[config.mk]
export PLATFORM = sky130hd
export DESIGN_NAME = muldiv_unit
export DESIGN_NICKNAME = d
export VERILOG_FILES = /design/src/rtl/muldiv_unit.sv
export SDC_FILE = /design/constraint.sdc
export NUM_CORES = 1
export LEC_CHECK = 0
export ABC_AREA = 1
export CAP_MARGIN = 0
export CORE_UTILIZATION = 36
export DETAILED_ROUTE_END_ITERATION = 6
export PLACE_DENSITY = 0.63
export SLEW_MARGIN = 15
export SYNTH_ARGS = -nofsm -noshare
export SYNTH_HDL_FRONTEND = slang
export SYNTH_SLANG_ARGS = --single-unit
[constraint.sdc]
create_clock -name clk -period 4.2 [get_ports clk]
set_input_delay 0.42 -clock clk [delete_from_list [all_inputs] [get_ports clk]]
set_output_delay 0.42 -clock clk [all_outputs]
set_load 0.01 [all_outputs]
[src/rtl/muldiv_unit.sv]
// muldiv_unit: iterative RV32M multiply/divide unit.
//
// Accepts one M-extension op in IDLE, iterates BITS_PER_CYCLE bits per cycle in CALC,
// then presents a one-cycle result pulse in DONE.
//
// Ports:
//   clk     rising-edge clock
//   reset   synchronous, active-high reset
//   start   request, accepted only in IDLE when kill is low
//   kill    abort the op in flight (flush/trap)
//   funct3  M-op select (MUL, MULH, MULHSU, MULHU, DIV, DIVU, REM, REMU)
//   op_a    rs1 data (multiplicand / dividend)
//   op_b    rs2 data (multiplier / divisor)
//   rd_in   destination register index
//   busy    high while in CALC or DONE
//   done    one-cycle result-valid pulse
//   wr_en   register-file write enable, equal to done
//   rd_out  destination index, valid while done
//   result  result data, valid while done

module muldiv_unit #(
    parameter int unsigned XLEN           = 32,
    parameter int unsigned BITS_PER_CYCLE = 1
) (
    input  logic            clk,
    input  logic            reset,
    input  logic            start,
    input  logic            kill,
    input  logic [2:0]      funct3,
    input  logic [XLEN-1:0] op_a,
    input  logic [XLEN-1:0] op_b,
    input  logic [4:0]      rd_in,
    output logic            busy,
    output logic            done,
    output logic            wr_en,
    output logic [4:0]      rd_out,
    output logic [XLEN-1:0] result
);

    localparam int unsigned N_ITER = XLEN / BITS_PER_CYCLE;
    localparam int unsigned CNT_W  = (N_ITER > 1) ? $clog2(N_ITER) : 1;
    localparam logic [CNT_W-1:0] CNT_LAST = CNT_W'(N_ITER - 1);

    localparam logic [1:0] IDLE = 2'd0;
    localparam logic [1:0] CALC = 2'd1;
    localparam logic [1:0] DONE = 2'd2;

    logic [1:0]          state_q, state_d;
    logic [CNT_W-1:0]    cnt_q, cnt_d;
    logic [2:0]          funct3_q, funct3_d;
    logic [4:0]          rd_q, rd_d;
    logic [XLEN-1:0]     addend_q, addend_d;
    logic [2*XLEN-1:0]   acc_q, acc_d;
    logic                neg_q, neg_d;
    logic                busy_q, busy_d;
    logic                done_q, done_d;
    logic [4:0]          rd_out_q, rd_out_d;
    logic [XLEN-1:0]     result_q, result_d;

    // Operand decode at accept
    logic            is_div, signed_a, signed_b, sign_a, sign_b;
    logic [XLEN-1:0] mag_a, mag_b;
    logic            div_by_zero, div_ovf;
    logic [XLEN-1:0] special_res;

    always_comb begin
        is_div   = funct3[2];
        signed_a = (funct3 == 3'b001) || (funct3 == 3'b010) ||
                   (funct3 == 3'b100) || (funct3 == 3'b110);
        signed_b = (funct3 == 3'b001) || (funct3 == 3'b100) || (funct3 == 3'b110);
        sign_a   = signed_a && op_a[XLEN-1];
        sign_b   = signed_b && op_b[XLEN-1];
        mag_a    = sign_a ? -op_a : op_a;
        mag_b    = sign_b ? -op_b : op_b;

        div_by_zero = (op_b == '0);
        div_ovf     = !funct3[0] && (op_a == {1'b1, {(XLEN-1){1'b0}}}) && (op_b == '1);
        // funct3[1] distinguishes REM/REMU from DIV/DIVU
        if (div_by_zero) begin
            special_res = funct3[1] ? op_a : '1;
        end else begin
            special_res = funct3[1] ? '0 : op_a;
        end
    end

    // One CALC step: BITS_PER_CYCLE radix-2 iterations chained combinationally.
    // acc holds {hi, lo}: for multiply {partial product, remaining multiplier},
    // for divide {partial remainder, dividend shifting into quotient}.
    logic [2*XLEN:0]   m_tmp;
    logic [XLEN:0]     r_tmp;
    logic [XLEN-1:0]   q_tmp;
    logic [2*XLEN-1:0] acc_step;

    always_comb begin
        m_tmp = {1'b0, acc_q};
        r_tmp = {1'b0, acc_q[2*XLEN-1:XLEN]};
        q_tmp = acc_q[XLEN-1:0];
        for (int i = 0; i < int'(BITS_PER_CYCLE); i++) begin
            if (m_tmp[0]) begin
                m_tmp[2*XLEN:XLEN] = m_tmp[2*XLEN:XLEN] + {1'b0, addend_q};
            end
            m_tmp = m_tmp >> 1;

            r_tmp = {r_tmp[XLEN-1:0], q_tmp[XLEN-1]};
            q_tmp = {q_tmp[XLEN-2:0], 1'b0};
            if (r_tmp >= {1'b0, addend_q}) begin
                r_tmp    = r_tmp - {1'b0, addend_q};
                q_tmp[0] = 1'b1;
            end
        end
        if (funct3_q[2]) begin
            acc_step = {r_tmp[XLEN-1:0], q_tmp};
        end else begin
            acc_step = m_tmp[2*XLEN-1:0];
        end
    end

    // Sign fix-up and result select on the final step
    logic [2*XLEN-1:0] prod_fix;
    logic [XLEN-1:0]   quo_fix, rem_fix, res_calc;

    always_comb begin
        prod_fix = neg_q ? -acc_step : acc_step;
        quo_fix  = neg_q ? -acc_step[XLEN-1:0] : acc_step[XLEN-1:0];
        rem_fix  = neg_q ? -acc_step[2*XLEN-1:XLEN] : acc_step[2*XLEN-1:XLEN];
        case (funct3_q)
            3'b000:                 res_calc = prod_fix[XLEN-1:0];
            3'b001, 3'b010, 3'b011: res_calc = prod_fix[2*XLEN-1:XLEN];
            3'b100, 3'b101:         res_calc = quo_fix;
            default:                res_calc = rem_fix;
        endcase
    end

    always_comb begin
        state_d  = state_q;
        cnt_d    = cnt_q;
        funct3_d = funct3_q;
        rd_d     = rd_q;
        addend_d = addend_q;
        acc_d    = acc_q;
        neg_d    = neg_q;
        rd_out_d = rd_out_q;
        result_d = result_q;

        case (state_q)
            IDLE: begin
                if (start && !kill) begin
                    funct3_d = funct3;
                    rd_d     = rd_in;
                    cnt_d    = '0;
                    if (is_div) begin
                        acc_d    = {{XLEN{1'b0}}, mag_a};
                        addend_d = mag_b;
                        // Remainder takes the dividend's sign
                        neg_d    = funct3[1] ? sign_a : (sign_a ^ sign_b);
                    end else begin
                        acc_d    = {{XLEN{1'b0}}, mag_b};
                        addend_d = mag_a;
                        neg_d    = sign_a ^ sign_b;
                    end
                    if (is_div && (div_by_zero || div_ovf)) begin
                        state_d  = DONE;
                        result_d = special_res;
                        rd_out_d = rd_in;
                    end else begin
                        state_d = CALC;
                    end
                end
            end
            CALC: begin
                if (kill) begin
                    state_d = IDLE;
                    cnt_d   = '0;
                end else begin
                    acc_d = acc_step;
                    cnt_d = cnt_q + CNT_W'(1);
                    if (cnt_q == CNT_LAST) begin
                        state_d  = DONE;
                        cnt_d    = '0;
                        result_d = res_calc;
                        rd_out_d = rd_q;
                    end
                end
            end
            DONE: begin
                state_d = IDLE;
            end
            default: begin
                state_d = IDLE;
            end
        endcase

        busy_d = (state_d != IDLE);
        done_d = (state_d == DONE);
    end

    always_ff @(posedge clk) begin
        if (reset) begin
            state_q  <= IDLE;
            cnt_q    <= '0;
            funct3_q <= '0;
            rd_q     <= '0;
            addend_q <= '0;
            acc_q    <= '0;
            neg_q    <= 1'b0;
            busy_q   <= 1'b0;
            done_q   <= 1'b0;
            rd_out_q <= '0;
            result_q <= '0;
        end else begin
            state_q  <= state_d;
            cnt_q    <= cnt_d;
            funct3_q <= funct3_d;
            rd_q     <= rd_d;
            addend_q <= addend_d;
            acc_q    <= acc_d;
            neg_q    <= neg_d;
            busy_q   <= busy_d;
            done_q   <= done_d;
            rd_out_q <= rd_out_d;
            result_q <= result_d;
        end
    end

    // A kill arriving in the DONE cycle must stop the falling-edge register-file
    // write, so the registered pulse is gated by kill.
    assign done   = done_q && !kill;
    assign wr_en  = done_q && !kill;
    assign busy   = busy_q;
    assign rd_out = rd_out_q;
    assign result = result_q;

endmodule

Yosys cells after proc, flatten, opt, wreduce, memory -nomap -nowiden --
Cells that the tools add are included. Widths: inputs -> output; s select.
Word-level totals: word-level logic and storage cells 104, register bits 151
Operators by class: equal/unequal tests 18, reduce and logical (&&, ||, !) cells 26, order comparisons 1, mux-type cells 39, bitwise gates (word level) 1, add/subtract/negate cells 8
Operators with widths (number):
- $mux 32 | 14
- $mux 64 | 4
- $neg 32->32 | 4
- $pmux 64 s2 | 1
- $pmux 32 s3 | 1
- $eq 32x32->1 const B | 2
- $neg 64->64 | 1
- $pmux 32 s2 | 1
- $mux 5 | 7
- $add 32x32->33 | 1
- $ge 33x32->1 | 1
- $mux 33 | 1
- $logic_not 32->1 | 1
- $sub 32x32->32 | 1
- $pmux 5 s2 | 2
- $eq 3x3->1 const B | 4
- $eq 3x2->1 const B | 3
- $mux 2 | 4
- $ne 2x2->1 const B | 4
- $logic_and 1x1->1 | 7
- $eq 3x1->1 const B | 2
- $logic_or 1x1->1 | 6
- $add 5x1->5 const B | 1
- $eq 5x5->1 const B | 1
- 14 further kinds | 19

Longest topological paths before layout --
depth after elaboration 9, depth in mapped cells 31, gate-level depth less buffers 31

Worst setup path after synthesis --
Ideal clock, no wire load.
path kind reg-to-reg, start register addend_q[28], end register result_q[22], in the netlist result[22], cell stages (with the launch flop) 28, arrival 3.566 ns, buffers on the path 0, slack 0.501 ns, data required time 4.068 ns, clock period less this slack 3.699 ns, path through dfxtp_1 inv_1 ha_1 a21oi_1 nand2_1 a21oi_1 nand2_2 nor2_4 nand2_8 o21ai_2 ha_1 inv_1 nor3_2 nand2_2 nor3_4 nand2_2 nor2_4 nand4_1 o21ai_2 inv_2 nor2_4 nand2_1 nand2_1 nand2_1 nand2_1 nand2_1 o21ai_1 a21oi_1
Between the ends: word-level cells in the longest chain between the ends 9, elaborated cells on any way between the ends 14
RTL lines:
- start: declaration | line 52 | logic [XLEN-1:0] addend_q, addend_d;
- start signal: assignment | line 215 | addend_q <= addend_d;
- $ge 33x32->1 * | line 106 | if (r_tmp >= {1'b0, addend_q}) begin
- $mux 1 or $mux 32 (tied branches) | line 106
- $mux 64 * | line 111 | if (funct3_q[2]) begin
- $neg 64->64 (tied with other cells) | line 123 | prod_fix = neg_q ? -acc_step : acc_step;
- $mux 64 (tied with other cells) | line 123
- $pmux 32 s3 * | line 126 | case (funct3_q)
- $mux 32 * | line 177 | if (cnt_q == CNT_LAST) begin
- $mux 32 * | line 171 | if (kill) begin
- $pmux 32 s2 * | line 145 | case (state_q)
- end signal: assignment | line 221 | result_q <= result_d;
- end: declaration | line 58 | logic [XLEN-1:0] result_q, result_d;
Mark *: on every way between the ends. The rest lies on a longest branch, timed or not. The select of a mux whose other input is x is not followed. A chain may end at the register's enable or synchronous reset.

Final worst setup path --
start register addend_q[1], end register result_q[16], in the netlist result[16]
Between the ends: word-level cells in the longest chain between the ends 9, elaborated cells on any way between the ends 17
RTL lines:
- $add 32x32->33 (tied with other cells) | line 100 | m_tmp[2*XLEN:XLEN] = m_tmp[2*XLEN:XLEN] + {1'b0, addend_q};
- $mux 33 (tied with other cells) | line 99 | if (m_tmp[0]) begin
- $mux 64 * | line 111
- $neg 64->64 (tied with other cells) | line 123
- $mux 64 (tied with other cells) | line 123
- $pmux 32 s3 * | line 126
- $mux 32 * | line 177
- $mux 32 * | line 171
- $pmux 32 s2 * | line 145
Marked as above.

==> metrics <==
width of the chip=227 µm; Syn Nets=3457; antenna violation net count after detailed routing=0; H-tree lvl count=4; Num CTS Buffers=17; cell family contributing the most delay on the critical path=simple AND/OR/NAND/NOR gates; data arrival time of the critical path=4360 ps; post-route minimum period=4020 ps; gate count of the mapped netlist=3308; ratio of routed vias to standard cells=5.52; number of antenna repair diodes=0; Worst Max-Slew Pin Slew=1090 ps; placement row count=82; number of remaining DRC errors=0; Max Slew Vio Count=0; total routed wirelength=86.3 mm; highest cell delay on the worst timing path=330 ps; Fmax=249 MHz; Overall Global Routing Usage=33.2%; CP dominant cell by count=sky130_fd_sc_hd__nand2_1; Total Power Consumption=0.00639 W; worst slew slack as a fraction of its limit=27.1%; Die Footprint=0.0515 mm²; Buf/Inv on CP=4; area overhead of the layout relative to synthesis=21.1%; number of detailed-routing iterations run before antenna repair=6; power density relative to cell area=289 mW/mm²; hpwl dp=68.9 mm; fin nets=3615; fraction of final layout cells with drive strength greater than 1=13.1%; crit-path max FO=7; ys flop type=sky130_fd_sc_hd__dfxtp_1; hold wc startpoint=reset; kind of path behind the tightest hold check=in -> reg; number of max-capacitance violations reported=0; final RePlAce weighted congestion=1.12; CTS Sinks=151; Floorplan Core Area=0.0501 mm²; via count of the first global-routing pass=21000; final core occ=44.1%; number of hold-slack violations in the final timing report=0; Port-buffer cells=115; insertion delay of the later-clocked pin in the worst-skew pair=470 ps; portion of the post-synthesis area used by sequential elements=16.6%; combined area of all synthesized cells=0.0182 mm²; outcome=complete, no violations; worst path required time=4540 ps; minimum hold slack=348 ps; static leakage=10.6 nW; Final setup violation count=0; post-route fraction of the period consumed by the critical path=95.7%; count of flip-flops with a built-in enable after synthesis=0; initial cell density of the core=36.4%; total via count in the routed design=22900; async set or reset register ratio after synthesis=0%; worst-case clock skew=18.1 ps; clock tree from TritonCTS=yes; initial antenna violation count=3; RSZ-0062 raised after global routing=yes; smallest setup slack after layout=181 ps; register clock-pin slew on the reported worst setup and hold paths=70 ps; Peak supply drop=366 µV; worst-case clock buffer depth=2; Worst R2R Start=addend_q[1]; Crit-path slowest cell=sky130_fd_sc_hd__dfxtp_2; average instance area after synthesis=5.51 µm²; CTS Root Buffer Type=sky130_fd_sc_hd__clkbuf_16; violation count after the first detailed-route iteration=2703; CP endpoint kind=flop; global-route wire length before repair=128 mm; kind of launch point of the worst setup path=flop; unique cell type count in the Yosys netlist=59; worst setup path category=reg -> reg; largest net degree at the start of global routing=77; Die Ht=227 µm; count of state elements after synthesis=151; GR Overflow Total=0; number of buffers added to fix hold violations after cts=0; wire per inst=20.8 µm; Worst Setup Slack post-DPL=97.1 ps; Synthesis Warnings=0; I/O pin total=116; Setup crit start=addend_q[1]
## report_power, final
part,switching [W],internal (W)
Sequential,0.0000562,0.00150
Clock,0.000747,0.000784
Combinational,0.00224,0.00105
Total,0.00305,0.00334
## layout by cell type, fill, tap and decap left out, types with 6 or more instances in the layout
| cell | netlist | final |
|---|---|---|
| sky130_fd_sc_hd__nand2_2 | 32 | 66 |
| sky130_fd_sc_hd__nor4_1 | 12 | 12 |
| sky130_fd_sc_hd__nor3_1 | 35 | 35 |
| sky130_fd_sc_hd__xor2_1 | 72 | 72 |
| sky130_fd_sc_hd__ha_4 | 0 | 29 |
| sky130_fd_sc_hd__ha_1 | 71 | 39 |
| sky130_fd_sc_hd__nand3_1 | 240 | 239 |
| sky130_fd_sc_hd__xnor2_1 | 26 | 26 |
| sky130_fd_sc_hd__o211ai_1 | 35 | 35 |
| sky130_fd_sc_hd__o21ai_0 | 207 | 206 |
| sky130_fd_sc_hd__a21oi_2 | 6 | 10 |
| sky130_fd_sc_hd__o31ai_1 | 7 | 7 |
| sky130_fd_sc_hd__nor2_4 | 10 | 15 |
| sky130_fd_sc_hd__dfxtp_2 | 0 | 41 |
| sky130_fd_sc_hd__inv_1 | 482 | 460 |
| sky130_fd_sc_hd__clkbuf_16 | 0 | 17 |
| sky130_fd_sc_hd__clkdlybuf4s50_1 | 0 | 114 |
| sky130_fd_sc_hd__a31oi_1 | 26 | 26 |
| sky130_fd_sc_hd__or2_2 | 6 | 6 |
| sky130_fd_sc_hd__nand4_1 | 32 | 32 |
| sky130_fd_sc_hd__o221ai_1 | 11 | 11 |
| sky130_fd_sc_hd__o21ai_1 | 30 | 30 |
| sky130_fd_sc_hd__o21a_1 | 11 | 11 |
| sky130_fd_sc_hd__nand3b_1 | 12 | 12 |
| sky130_fd_sc_hd__a21oi_1 | 249 | 244 |
| sky130_fd_sc_hd__nand2_4 | 2 | 9 |
| sky130_fd_sc_hd__nor2_2 | 21 | 27 |
| sky130_fd_sc_hd__nor2_1 | 301 | 290 |
| sky130_fd_sc_hd__inv_6 | 0 | 6 |
| sky130_fd_sc_hd__buf_4 | 6 | 155 |
| sky130_fd_sc_hd__and2_1 | 7 | 7 |
| sky130_fd_sc_hd__o21bai_1 | 9 | 9 |
| sky130_fd_sc_hd__a22oi_1 | 12 | 12 |
| sky130_fd_sc_hd__a221oi_1 | 19 | 19 |
| sky130_fd_sc_hd__dfxtp_1 | 151 | 109 |
| sky130_fd_sc_hd__nand3_2 | 6 | 6 |
| sky130_fd_sc_hd__nand2_1 | 983 | 942 |
| sky130_fd_sc_hd__inv_2 | 10 | 31 |
## flip-flops by register name, summed over array words and instances (netlist names)
| name | cells |
|---|---|
| funct3_q | 3 |
| state_q | 2 |
| neg_q | 1 |
| rd_out | 5 |
| busy | 1 |
| done_q | 1 |
| acc_q | 64 |
| rd_q | 5 |
| addend_q | 32 |
| cnt_q | 5 |
| result | 32 |
## cells by family after synthesis
group | Yosys count | share of synthesized area, %
simple gates | 1716 | 40.2
flops | 151 | 16.6
fa+ha+maj | 73 | 5.09
buf+inv | 629 | 13.5
xor+xnor | 98 | 4.71
compound gates | 641 | 19.9
## metal layers
metal	share of wire [%]	vias up	track usage [%]	routed length [µm]
li1	-	11000	-	-
met2	43	1312	51.1	37100
met3	11	237	6.87	9150
met1	40	10400	43.1	34900
met5	0.028	-	0	24
met4	5.9	4	18.3	5120
## synth_stat cells, types with 11 or more instances
cell	count	share of area, %
sky130_fd_sc_hd__nand3_1	240	6.6
sky130_fd_sc_hd__o21ai_0	207	5.7
sky130_fd_sc_hd__ha_1	71	4.9
sky130_fd_sc_hd__dfxtp_1	151	17
sky130_fd_sc_hd__o221ai_1	11	0.53
sky130_fd_sc_hd__nor4_1	12	0.41
sky130_fd_sc_hd__nand4_1	32	1.1
sky130_fd_sc_hd__xnor2_1	26	1.2
sky130_fd_sc_hd__o21ai_1	30	0.82
sky130_fd_sc_hd__nor3_1	35	0.96
sky130_fd_sc_hd__o21a_1	11	0.45
sky130_fd_sc_hd__nor2_2	21	0.72
sky130_fd_sc_hd__buf_1	11	0.23
sky130_fd_sc_hd__nand3b_1	12	0.49
sky130_fd_sc_hd__a22oi_1	12	0.49
sky130_fd_sc_hd__nor2_1	301	6.2
sky130_fd_sc_hd__clkbuf_1	87	1.8
sky130_fd_sc_hd__a221oi_1	19	0.91
sky130_fd_sc_hd__buf_2	23	0.63
sky130_fd_sc_hd__a31oi_1	26	0.89
sky130_fd_sc_hd__nand2_2	32	1.1
sky130_fd_sc_hd__o211ai_1	35	1.4
sky130_fd_sc_hd__xor2_1	72	3.5
sky130_fd_sc_hd__a21oi_1	249	6.8
sky130_fd_sc_hd__nand2_1	983	20
sky130_fd_sc_hd__inv_1	482	9.9
## through the flow
step	TNS, ps	std cells	instance area (µm²)
final	0	4151	22100
after global routing	-413	4151	22100
after CTS	0	4133	21300
after detailed placement	0	4101	20700
after global placement	0	4101	20700
after floorplan	0	3308	18200
## layout make-up
cell class	instances	area [µm²]
Multi-Input combinational cell	2528	13400
Clock buffer	18	439
Inverter	496	1870
Timing Repair Buffer	272	2360
Fill cell	5609	28000
Clock inverter	14	113
Sequential cell	151	3080
Tap cell	672	841
## what timing repair did
item	CTS	global route
setup endpoints to repair	0	29
buffers inserted	0	18
gates resized for setup	0	179
## final timing paths
| check | depth (start not counted) | end | slack, ps |
|---|---|---|---|
| setup / recovery | 28 | result[16] | 180 |
| hold / removal | 2 | done_q | 350 |
| setup reg to reg | 28 | result[16] | 180 |
| hold reg to reg | 2 | result[11] | 470 |
Note: power is estimated with default switching activity, not from simulation.
